===== src/rtl/requant_sched_if.sv =====
// rtl/requant_sched_if.sv - stream bundle for requant_sched: per-channel input requests and tagged output words
interface requant_sched_if #(
    parameter int N_CH       = 4,
    parameter int DIN_WIDTH  = 16,
    parameter int DOUT_WIDTH = 8
);
    localparam int CHW = $clog2(N_CH);

    logic [N_CH*DIN_WIDTH-1:0] din;
    logic [N_CH-1:0]           din_valid;
    logic [N_CH-1:0]           din_ready;
    logic [DOUT_WIDTH-1:0]     dout;
    logic [CHW-1:0]            dout_ch;
    logic [1:0]                dout_warning;
    logic                      dout_valid;
    logic                      dout_ready;

    modport master (
        output din, din_valid, dout_ready,
        input  din_ready, dout, dout_ch, dout_warning, dout_valid
    );

    modport slave (
        input  din, din_valid, dout_ready,
        output din_ready, dout, dout_ch, dout_warning, dout_valid
    );
endinterface


===== src/rtl/requant_sched.sv =====
// rtl/requant_sched.sv - round-robin shared fixed-point requantizer with 2-entry output buffer and saturation counters
module requant_sched #(
    parameter int N_CH       = 4,
    parameter int DIN_WIDTH  = 16,
    parameter int DIN_POINT  = 8,
    parameter int DOUT_WIDTH = 8,
    parameter int DOUT_POINT = 4,
    parameter int CNT_WIDTH  = 16
) (
    input  logic                 clk,
    input  logic                 rst,
    requant_sched_if.slave       bus,
    input  logic [$clog2(N_CH)-1:0] sat_sel,
    input  logic                 sat_clr,
    output logic [CNT_WIDTH-1:0] sat_ovf_cnt,
    output logic [CNT_WIDTH-1:0] sat_unf_cnt
);
    localparam int CHW = $clog2(N_CH);
    localparam int SH  = DIN_POINT - DOUT_POINT;

    // Representable output range, sign-extended to the input width
    localparam logic signed [DIN_WIDTH-1:0] MAXV =
        {{(DIN_WIDTH-DOUT_WIDTH+1){1'b0}}, {(DOUT_WIDTH-1){1'b1}}};
    localparam logic signed [DIN_WIDTH-1:0] MINV =
        {{(DIN_WIDTH-DOUT_WIDTH+1){1'b1}}, {(DOUT_WIDTH-1){1'b0}}};

    typedef struct packed {
        logic [DOUT_WIDTH-1:0] data;
        logic [CHW-1:0]        ch;
        logic [1:0]            warn;
    } entry_t;

    logic [CHW-1:0]        ptr;
    logic                  busy;
    entry_t                cast_q;
    entry_t                fifo [2];
    logic                  rd_ptr;
    logic                  wr_ptr;
    logic [1:0]            count;
    logic [CNT_WIDTH-1:0]  ovf_cnt [N_CH];
    logic [CNT_WIDTH-1:0]  unf_cnt [N_CH];

    logic                  pop;
    logic [2:0]            load;
    logic                  gnt_any;
    logic [CHW-1:0]        gnt_idx;
    logic [CHW-1:0]        idx;
    logic [DIN_WIDTH-1:0]  win_word;
    logic signed [DIN_WIDTH-1:0] shifted;
    logic [DOUT_WIDTH-1:0] cast_data;
    logic [1:0]            cast_warn;

    assign pop  = (count != 2'd0) && bus.dout_ready;
    // A word leaving the buffer this edge frees its slot for a new grant
    assign load = 3'(count) + 3'(busy) - 3'(pop);

    always_comb begin
        gnt_any       = 1'b0;
        gnt_idx       = '0;
        idx           = '0;
        bus.din_ready = '0;
        for (int i = 0; i < N_CH; i++) begin
            idx = CHW'((int'(ptr) + i) % N_CH);
            if (!gnt_any && bus.din_valid[idx]) begin
                gnt_any = 1'b1;
                gnt_idx = idx;
            end
        end
        if (rst || load >= 3'd2) begin
            gnt_any = 1'b0;
        end
        if (gnt_any) begin
            bus.din_ready[gnt_idx] = 1'b1;
        end
    end

    always_comb begin
        win_word  = bus.din[gnt_idx*DIN_WIDTH +: DIN_WIDTH];
        shifted   = $signed(win_word) >>> SH;
        cast_data = shifted[DOUT_WIDTH-1:0];
        cast_warn = 2'd0;
        if (shifted > MAXV) begin
            cast_data = {1'b0, {(DOUT_WIDTH-1){1'b1}}};
            cast_warn = 2'd1;
        end else if (shifted < MINV) begin
            cast_data = {1'b1, {(DOUT_WIDTH-1){1'b0}}};
            cast_warn = 2'd2;
        end
    end

    always_ff @(posedge clk) begin
        if (rst) begin
            ptr     <= '0;
            busy    <= 1'b0;
            cast_q  <= '0;
            fifo[0] <= '0;
            fifo[1] <= '0;
            rd_ptr  <= 1'b0;
            wr_ptr  <= 1'b0;
            count   <= 2'd0;
            for (int c = 0; c < N_CH; c++) begin
                ovf_cnt[c] <= '0;
                unf_cnt[c] <= '0;
            end
        end else begin
            busy <= gnt_any;
            if (gnt_any) begin
                cast_q <= '{data: cast_data, ch: gnt_idx, warn: cast_warn};
                ptr    <= (gnt_idx == CHW'(N_CH-1)) ? '0 : gnt_idx + 1'b1;
            end
            if (busy) begin
                fifo[wr_ptr] <= cast_q;
                wr_ptr       <= ~wr_ptr;
            end
            if (pop) begin
                rd_ptr <= ~rd_ptr;
            end
            count <= count + {1'b0, busy} - {1'b0, pop};
            // Clear beats a coincident increment on the selected channel
            for (int c = 0; c < N_CH; c++) begin
                if (sat_clr && sat_sel == CHW'(c)) begin
                    ovf_cnt[c] <= '0;
                    unf_cnt[c] <= '0;
                end else if (gnt_any && gnt_idx == CHW'(c)) begin
                    if (cast_warn == 2'd1 && ovf_cnt[c] != '1) begin
                        ovf_cnt[c] <= ovf_cnt[c] + 1'b1;
                    end
                    if (cast_warn == 2'd2 && unf_cnt[c] != '1) begin
                        unf_cnt[c] <= unf_cnt[c] + 1'b1;
                    end
                end
            end
        end
    end

    assign bus.dout         = fifo[rd_ptr].data;
    assign bus.dout_ch      = fifo[rd_ptr].ch;
    assign bus.dout_warning = fifo[rd_ptr].warn;
    assign bus.dout_valid   = (count != 2'd0);
    assign sat_ovf_cnt      = ovf_cnt[sat_sel];
    assign sat_unf_cnt      = unf_cnt[sat_sel];
endmodule

===== src/flat_wrapper.sv =====
// flat-port wrapper written by rule: the top's interface ports become plain ports
module requant_sched_flat 
#(
    parameter int N_CH       = 4,
    parameter int DIN_WIDTH  = 16,
    parameter int DIN_POINT  = 8,
    parameter int DOUT_WIDTH = 8,
    parameter int DOUT_POINT = 4,
    parameter int CNT_WIDTH  = 16
)
  (clk, rst, sat_sel, sat_clr, sat_ovf_cnt, sat_unf_cnt, bus_din, bus_din_valid, bus_dout_ready, bus_din_ready, bus_dout, bus_dout_ch, bus_dout_warning, bus_dout_valid);
  requant_sched_if #(.N_CH(N_CH), .DIN_WIDTH(DIN_WIDTH), .DOUT_WIDTH(DOUT_WIDTH)) bus_i ();
  input  logic clk;
  input  logic rst;
  input  logic [$clog2(N_CH)-1:0] sat_sel;
  input  logic sat_clr;
  output logic [CNT_WIDTH-1:0] sat_ovf_cnt;
  output logic [CNT_WIDTH-1:0] sat_unf_cnt;
  input wire logic [$bits(bus_i.din)-1:0] bus_din;
  input wire logic [$bits(bus_i.din_valid)-1:0] bus_din_valid;
  input wire logic [$bits(bus_i.dout_ready)-1:0] bus_dout_ready;
  output wire logic [$bits(bus_i.din_ready)-1:0] bus_din_ready;
  output wire logic [$bits(bus_i.dout)-1:0] bus_dout;
  output wire logic [$bits(bus_i.dout_ch)-1:0] bus_dout_ch;
  output wire logic [$bits(bus_i.dout_warning)-1:0] bus_dout_warning;
  output wire logic [$bits(bus_i.dout_valid)-1:0] bus_dout_valid;
  assign bus_i.din = bus_din;
  assign bus_i.din_valid = bus_din_valid;
  assign bus_i.dout_ready = bus_dout_ready;
  assign bus_din_ready = bus_i.din_ready;
  assign bus_dout = bus_i.dout;
  assign bus_dout_ch = bus_i.dout_ch;
  assign bus_dout_warning = bus_i.dout_warning;
  assign bus_dout_valid = bus_i.dout_valid;
  requant_sched #(.N_CH(N_CH), .DIN_WIDTH(DIN_WIDTH), .DIN_POINT(DIN_POINT), .DOUT_WIDTH(DOUT_WIDTH), .DOUT_POINT(DOUT_POINT), .CNT_WIDTH(CNT_WIDTH)) u_core (.clk(clk), .rst(rst), .bus(bus_i), .sat_sel(sat_sel), .sat_clr(sat_clr), .sat_ovf_cnt(sat_ovf_cnt), .sat_unf_cnt(sat_unf_cnt));
endmodule

===== config.mk =====
export PLATFORM = sky130hd
export DESIGN_NAME = requant_sched_flat
export DESIGN_NICKNAME = d
export VERILOG_FILES = /design/src/rtl/requant_sched_if.sv /design/src/rtl/requant_sched.sv /design/src/flat_wrapper.sv
export SDC_FILE = /design/constraint.sdc
export NUM_CORES = 1
export LEC_CHECK = 0
export CAP_MARGIN = 15
export CELL_PAD_IN_SITES_DETAIL_PLACEMENT = 1
export CELL_PAD_IN_SITES_GLOBAL_PLACEMENT = 1
export CORE_UTILIZATION = 35
export DETAILED_ROUTE_END_ITERATION = 8
export PLACE_DENSITY = 0.64
export RECOVER_POWER = 50
export SYNTH_ARGS = -nofsm -noshare
export SYNTH_HDL_FRONTEND = slang
export SYNTH_SLANG_ARGS = --single-unit
export TNS_END_PERCENT = 10

===== constraint.sdc =====
create_clock -name clk -period 9.74 [get_ports clk]
set_input_delay 1.948 -clock clk [delete_from_list [all_inputs] [get_ports clk]]
set_output_delay 1.948 -clock clk [all_outputs]
set_load 0.02 [all_outputs]

# Yosys cells after proc, flatten, opt, wreduce, memory -nomap -nowiden
# Memory sizes are Yosys's and may differ from the RTL's. A register that Yosys moved wholly into a read port is not among the register bits.
# Index checks and enable logic that the tools add are counted.
[word_totals] n_memories=3 mem_bits_rw=152 output_inout_bits=49 ff_bits=19 inputBits=74 elab_cells=203
[memory_table] memory="u_core.ovf_cnt" words=4 width=16 rd=5 rd_ports_with_merged_regs=0 wr=4 line="requant_sched.sv:40" rtl="logic [CNT_WIDTH-1:0] ovf_cnt [N_CH];"
[memory_table] memory="u_core.unf_cnt" words=4 width=16 rd=5 rd_ports_with_merged_regs=0 wr=4 line="requant_sched.sv:41" rtl="logic [CNT_WIDTH-1:0] unf_cnt [N_CH];"
[memory_table] memory="u_core.fifo" words=2 width=12 rd=1 rd_ports_with_merged_regs=1 wr=2 line="requant_sched.sv:36" rtl="entry_t fifo [2];"
[op_classes] muxes=103 addsub=16 shift=1 n_bitwise=18 n_lt_le_gt_ge=9 n_eq_ne=16 n_reduce_logical=29
[op_table] operator="16-bit 2-to-1 mux" n=16
[op_table] operator="16-bit by 1-bit adder with 16-bit output, second input constant" n=8
[op_table] operator="16-bit != test, second input constant" n=8
[op_table] operator="1-bit 2-to-1 mux" n=71
[op_table] operator="64-bit by 7-bit indexed part select with 16-bit output" n=1
[op_table] operator="1-bit logical AND" n=21
[op_table] operator="8-bit 2-to-1 mux" n=2
[op_table] operator="1-bit bitwise OR" n=16
[op_table] operator="2-bit by 3-bit < comparator with 1-bit output, second input constant" n=5
[op_table] operator="2-bit 2-to-1 mux" n=7
[op_table] operator="12-bit by 8-bit greater-than comparator with 1-bit output, second input constant" n=1
[op_table] operator="12-bit by 8-bit < comparator with 1-bit output, second input constant" n=1
[op_table] operator="12-bit 2-to-1 mux" n=1
[op_table] operator="12-bit OR reduction" n=1
[op_table] operator="2-bit equality test, second input constant" n=5
[op_table] operator="1-bit binary-select mux with 2-bit select" n=4
[op_table] operator="2-bit by 1-bit equality test with 1-bit output, second input constant" n=3
[op_table] operator="2-bit by 1-bit adder with 2-bit output, second input constant" n=2
[op_table] operator="2-bit adder, second input constant" n=2
[op_table] operator="2-bit logical NOT" n=2
[op_table] operator="4-bit 2-to-1 mux" n=1
[op_table] operator="2-bit by 1-bit adder with 3-bit output" n=1
[op_table] operator="3-bit by 2-bit >= comparator with 1-bit output, second input constant" n=1
[op_table] operator="1-bit logical NOT" n=3
[op_table] operator="8 further kinds" n=9

# Depth between registers and ports, before layout
[depth] word_depth=24 depth_mapped=17 mapped_depth_nobuf=15

# Worst setup path after synthesis
# OpenSTA, ideal clock, no wires.
[synth_timing] kind="input to output" start="input port bus_dout_ready" end="output port bus_din_ready[1]" arrival_time_ps=3987 n_path_buf=1 stages=11 required_time_ps=7792 path_slack_ps=3805 cell_sequence="and2_1 > ha_1 > inv_1 > ha_1 > inv_1 > fa_1 > xnor2_1 > nand4b_1 > inv_1 > clkbuf_1 > and2_1"
[synth_between] elab_chain_len=6
[synth_lines] item="start: declaration" line="flat_wrapper.sv:21" rtl="input wire logic [$bits(bus_i.dout_ready)-1:0] bus_dout_ready;"
[synth_lines] item="1-bit logical AND" line="requant_sched.sv:53" rtl="assign pop = (count != 2'd0) && bus.dout_ready;"
[synth_lines] item="3-bit by 1-bit subtractor with 3-bit output" line="requant_sched.sv:55" rtl="assign load = 3'(count) + 3'(busy) - 3'(pop);"
[synth_lines] item="3-bit by 2-bit >= comparator with 1-bit output" line="requant_sched.sv:69" rtl="if (rst || load >= 3'd2) begin"
[synth_lines] item="1-bit logical OR" line="requant_sched.sv:69"
[synth_lines] item="1-bit 2-to-1 mux" line="requant_sched.sv:69"
[synth_lines] item="4-bit 2-to-1 mux" line="requant_sched.sv:72" rtl="if (gnt_any) begin"
[synth_lines] item="end: declaration" line="flat_wrapper.sv:22" rtl="output wire logic [$bits(bus_i.din_ready)-1:0] bus_din_ready;"
# No other way between the ends.

# Worst setup path after layout
[layout_timing] start="input port bus_din_valid[1]" end="output port bus_din_ready[2]"
[layout_between] elab_chain_len=17 word_cells_on_any_way=29 cone_classes="2 x order compare; 20 x mux; 7 x reduce/logical"
[layout_lines] item="start: declaration" line="flat_wrapper.sv:20" rtl="input wire logic [$bits(bus_i.din_valid)-1:0] bus_din_valid;"
[layout_lines] item="1-bit binary-select mux with 2-bit select" line="requant_sched.sv:64" rtl="if (!gnt_any && bus.din_valid[idx]) begin"
[layout_lines] item="1-bit 2-to-1 mux (not written as such)" line="requant_sched.sv:64"
[layout_lines] item="1-bit 2-to-1 mux" line="requant_sched.sv:64"
[layout_lines] item="1-bit logical NOT" line="requant_sched.sv:64"
[layout_lines] item="1-bit logical AND" line="requant_sched.sv:64"
[layout_lines] item="1-bit 2-to-1 mux" line="requant_sched.sv:64"
[layout_lines] item="1-bit logical NOT" line="requant_sched.sv:64"
[layout_lines] item="1-bit logical AND" line="requant_sched.sv:64"
[layout_lines] item="1-bit 2-to-1 mux" line="requant_sched.sv:64"
[layout_lines] item="1-bit logical NOT" line="requant_sched.sv:64"
[layout_lines] item="1-bit logical AND" line="requant_sched.sv:64"
[layout_lines] item="2-bit 2-to-1 mux" line="requant_sched.sv:64"
[layout_lines] item="2-bit by 3-bit < comparator with 1-bit output (not written as such) or 2-bit by 1-bit >= comparator with 1-bit output (tied branches)" line="requant_sched.sv:73" rtl="bus.din_ready[gnt_idx] = 1'b1;"
[layout_lines] item="1-bit logical AND (not written as such)" line="requant_sched.sv:73"
[layout_lines] item="1-bit 2-to-1 mux (not written as such)" line="requant_sched.sv:73"
[layout_lines] item="1-bit demux with 2-bit select"
[layout_lines] item="4-bit 2-to-1 mux *" line="requant_sched.sv:72"
# Every way passes the cells marked *; elsewhere a longest branch is shown, timed or not. The select of a mux whose other input is x is not followed.

==> results.sh <==
export IMPL_grt_use_total=0.180
export IMPL_hold_path_class="reg2reg"
export IMPL_stdcell_count=1391
export IMPL_hold_start="u_core.cast_q[0]"
export IMPL_relSlewSlack=-0.261
export IMPL_area_delta_synth_final_pct=19.4
export IMPL_ys_seq_area_frac=0.501
export IMPL_run_status="finished with violations"
export IMPL_root_buffer="clkbuf_16"
export IMPL_crit_chain="dlygate4sd3_1, nor2_1, or4b_1, nand2_1, inv_1, ha_1, and2_1, clkdlybuf4s50_1"
export IMPL_place_gp_congestion=0.796
export IMPL_cts_clk_slew_worst_paths_ns=0.08
export IMPL_synth_top_cell_area_share=0.460
export IMPL_drt_iter0_drc=421
export IMPL_cts_buffers=17
export IMPL_worst_path_max_delay_cell="or4b_1"
export IMPL_vdd_ir_drop_max_uv=96.9
export IMPL_ys_types=50
export IMPL_p_leak_nw=4.03
export IMPL_grt_overflow_total=0
export IMPL_avgRoutedWirePerCell_um=18.2
export IMPL_async_flop_share=0
export IMPL_dp_hpwl_um=18500
export IMPL_grt_antenna_before_repair=0
export IMPL_ant_nets=0
export IMPL_io_buffers=106
export IMPL_tritoncts="done"
export IMPL_vias_per_cell=5.17
export IMPL_die_h_um=170
export IMPL_die_area_um2=29000
export IMPL_cp_start_kind="input port"
export IMPL_post_cts_buffers=0
export IMPL_final_util=0.425
export IMPL_htree_num_levels=4
export IMPL_worstPathArrival_ns=5.96
export IMPL_place_area_um2=11300
export IMPL_max_stage_delay_ns=0.83
export IMPL_yosysTopAreaCell="edfxtp_1"
export IMPL_fin_skew_ns=0.0135
export IMPL_most_common_layout_cells="edfxtp_1 (152), nor2_1 (147), nand3_1 (78)"
export IMPL_path_class="in2out"
export IMPL_synth_flop_cell="edfxtp_1"
export IMPL_core_um2=27900
export IMPL_fin_ws_ns=1.84
export IMPL_drc=0
export IMPL_syn_inst=911
export IMPL_path_buf_inv=3
export IMPL_avgSynthCellArea_um2=10.9
export IMPL_hold_viol=0
export IMPL_grt_pass1_wl_um=40100
export IMPL_clockBufferDepth=2
export IMPL_final_common_cell="edfxtp_1"
export IMPL_crit_path_start="bus_din_valid[1]"
export IMPL_power_density_nw_per_um2=203
export IMPL_rsz0062_at_grt="no"
export IMPL_io_pins=123
export IMPL_cp_max_fo=27
export IMPL_fin_nets=1089
export IMPL_cp_end_kind="primary output"
export IMPL_final_area_um2=11800
export IMPL_crit_family="simple AND/OR/NAND/NOR gates"
export IMPL_ys_top_cells_by_area="edfxtp_1 (46%), mux4_2 (7.3%), xor2_1 (6.3%), nor2_1 (5.6%), dfxtp_1 (4.0%)"
export IMPL_syn_nets=1000
export IMPL_finalCritPeriodShare=0.812
export IMPL_clk_latency_ns=0.44
export IMPL_worstReg2RegStart="u_core.ptr[0]"
export IMPL_max_cap_violations=1
export IMPL_cts_sinks=172
export IMPL_fp_dieW_um=170
export IMPL_whs_ns=0.465
export IMPL_start_util=0.356
export IMPL_worstMarginPinSlew_ns=1.89
export IMPL_synth_edff_count=152
export IMPL_place_inst=1359
export IMPL_yosysWarningCount=0
export IMPL_cts_resized=0
export IMPL_rows=61
export IMPL_syn_area_um2=9910
export IMPL_finalSetupViolCount=0
export IMPL_synth_seq_cells=172
export IMPL_grt_pass1_vias=7268
export IMPL_violations="max-capacitance violations, max-slew violations"
export IMPL_grt_max_degree=36
export IMPL_post_route_min_period_ns=7.90
export IMPL_wl_um=25300
export IMPL_finalPower_mw=2.41
export IMPL_cts_hold_buf=0
export IMPL_finalSetupTns_ns=0
export IMPL_critPathRequiredTime_ns=7.79
export IMPL_layout_drive_gt1_share=0.0908
export IMPL_dr_pass1_iters=4
export IMPL_dpl_worst_slack_ns=2.22
export IMPL_vias=7190
export IMPL_diodes=0
export IMPL_drv_slew=36
export IMPL_fmax_mhz=127
-- flip-flops by register name, indices dropped and copies added (netlist names), named ones only --
| signal | cells |
|---|---|
| u_core.ovf_cnt | 64 |
| u_core.ptr | 2 |
| u_core.count | 2 |
| u_core.wr_ptr | 1 |
| u_core.fifo | 24 |
| u_core.unf_cnt | 64 |
| u_core.busy | 1 |
| u_core.rd_ptr | 1 |
| u_core.cast_q | 12 |
-- power by group --
group	internal, mW	total (mW)	switching (mW)
combinational	0.278	0.674	0.397
sequential	0.929	1.04	0.115
clock	0.347	0.691	0.343
total	1.55	2.41	0.855
-- Yosys cell counts (21+ instances only) --
master / count
xor2_1: 71
and2_1: 29
inv_1: 21
and3_1: 25
xnor2_1: 44
nand3_1: 78
nor2_1: 147
clkbuf_1: 22
edfxtp_1: 152
mux4_2: 32
nor3_1: 24
nand2_1: 74
-- cells by family after synthesis --
kind of cell | share of synthesized area
AOI/OAI and AO/OA | 0.0427
xor gates and xnor gates | 0.102
adders and majority gates | 0.0197
buffers and inverters | 0.0281
DFF | 0.501
muxes | 0.0939
and+or+nand+nor | 0.213
-- final timing paths --
| check | end | slack, ns | cells past startpoint |
|---|---|---|---|
| setup / recovery | bus_din_ready[2] | 1.84 | 8 |
| hold / removal | u_core.cast_q[0] | 0.47 | 2 |
| setup reg to reg | u_core.ovf_cnt[3][10] | 4.52 | 7 |
| hold reg to reg | u_core.cast_q[0] | 0.47 | 2 |
-- final cells by class --
type,count,area (µm²)
flip-flops and latches,172,4960
repair buffers,111,1070
multi-input cells,676,4650
clock inverters,15,173
well taps,378,473
inverters,22,82.6
clock buffers,17,425
fillers,3059,16000
-- worst reg2reg max path: stages, from the launching register on --
cell and delay [ns]:
dfxtp_1 0.34, nor2b_1 0.41, or4b_1 0.82, nand2_1 0.74, mux2i_1 0.42, mux2_1 0.62
nand3_1 0.70, nand2_1 0.80
-- per-layer routing --
metal  wire (µm)  vias to the layer above  global-route usage
li1            -                     3472                   -
met1       12600                     3564               0.259
met2       11300                      136               0.280
met3        1100                       18              0.0305
met4         315                        0              0.0474
met5           0                        -                   0
Note: power is estimated with default switching activity, not from simulation.
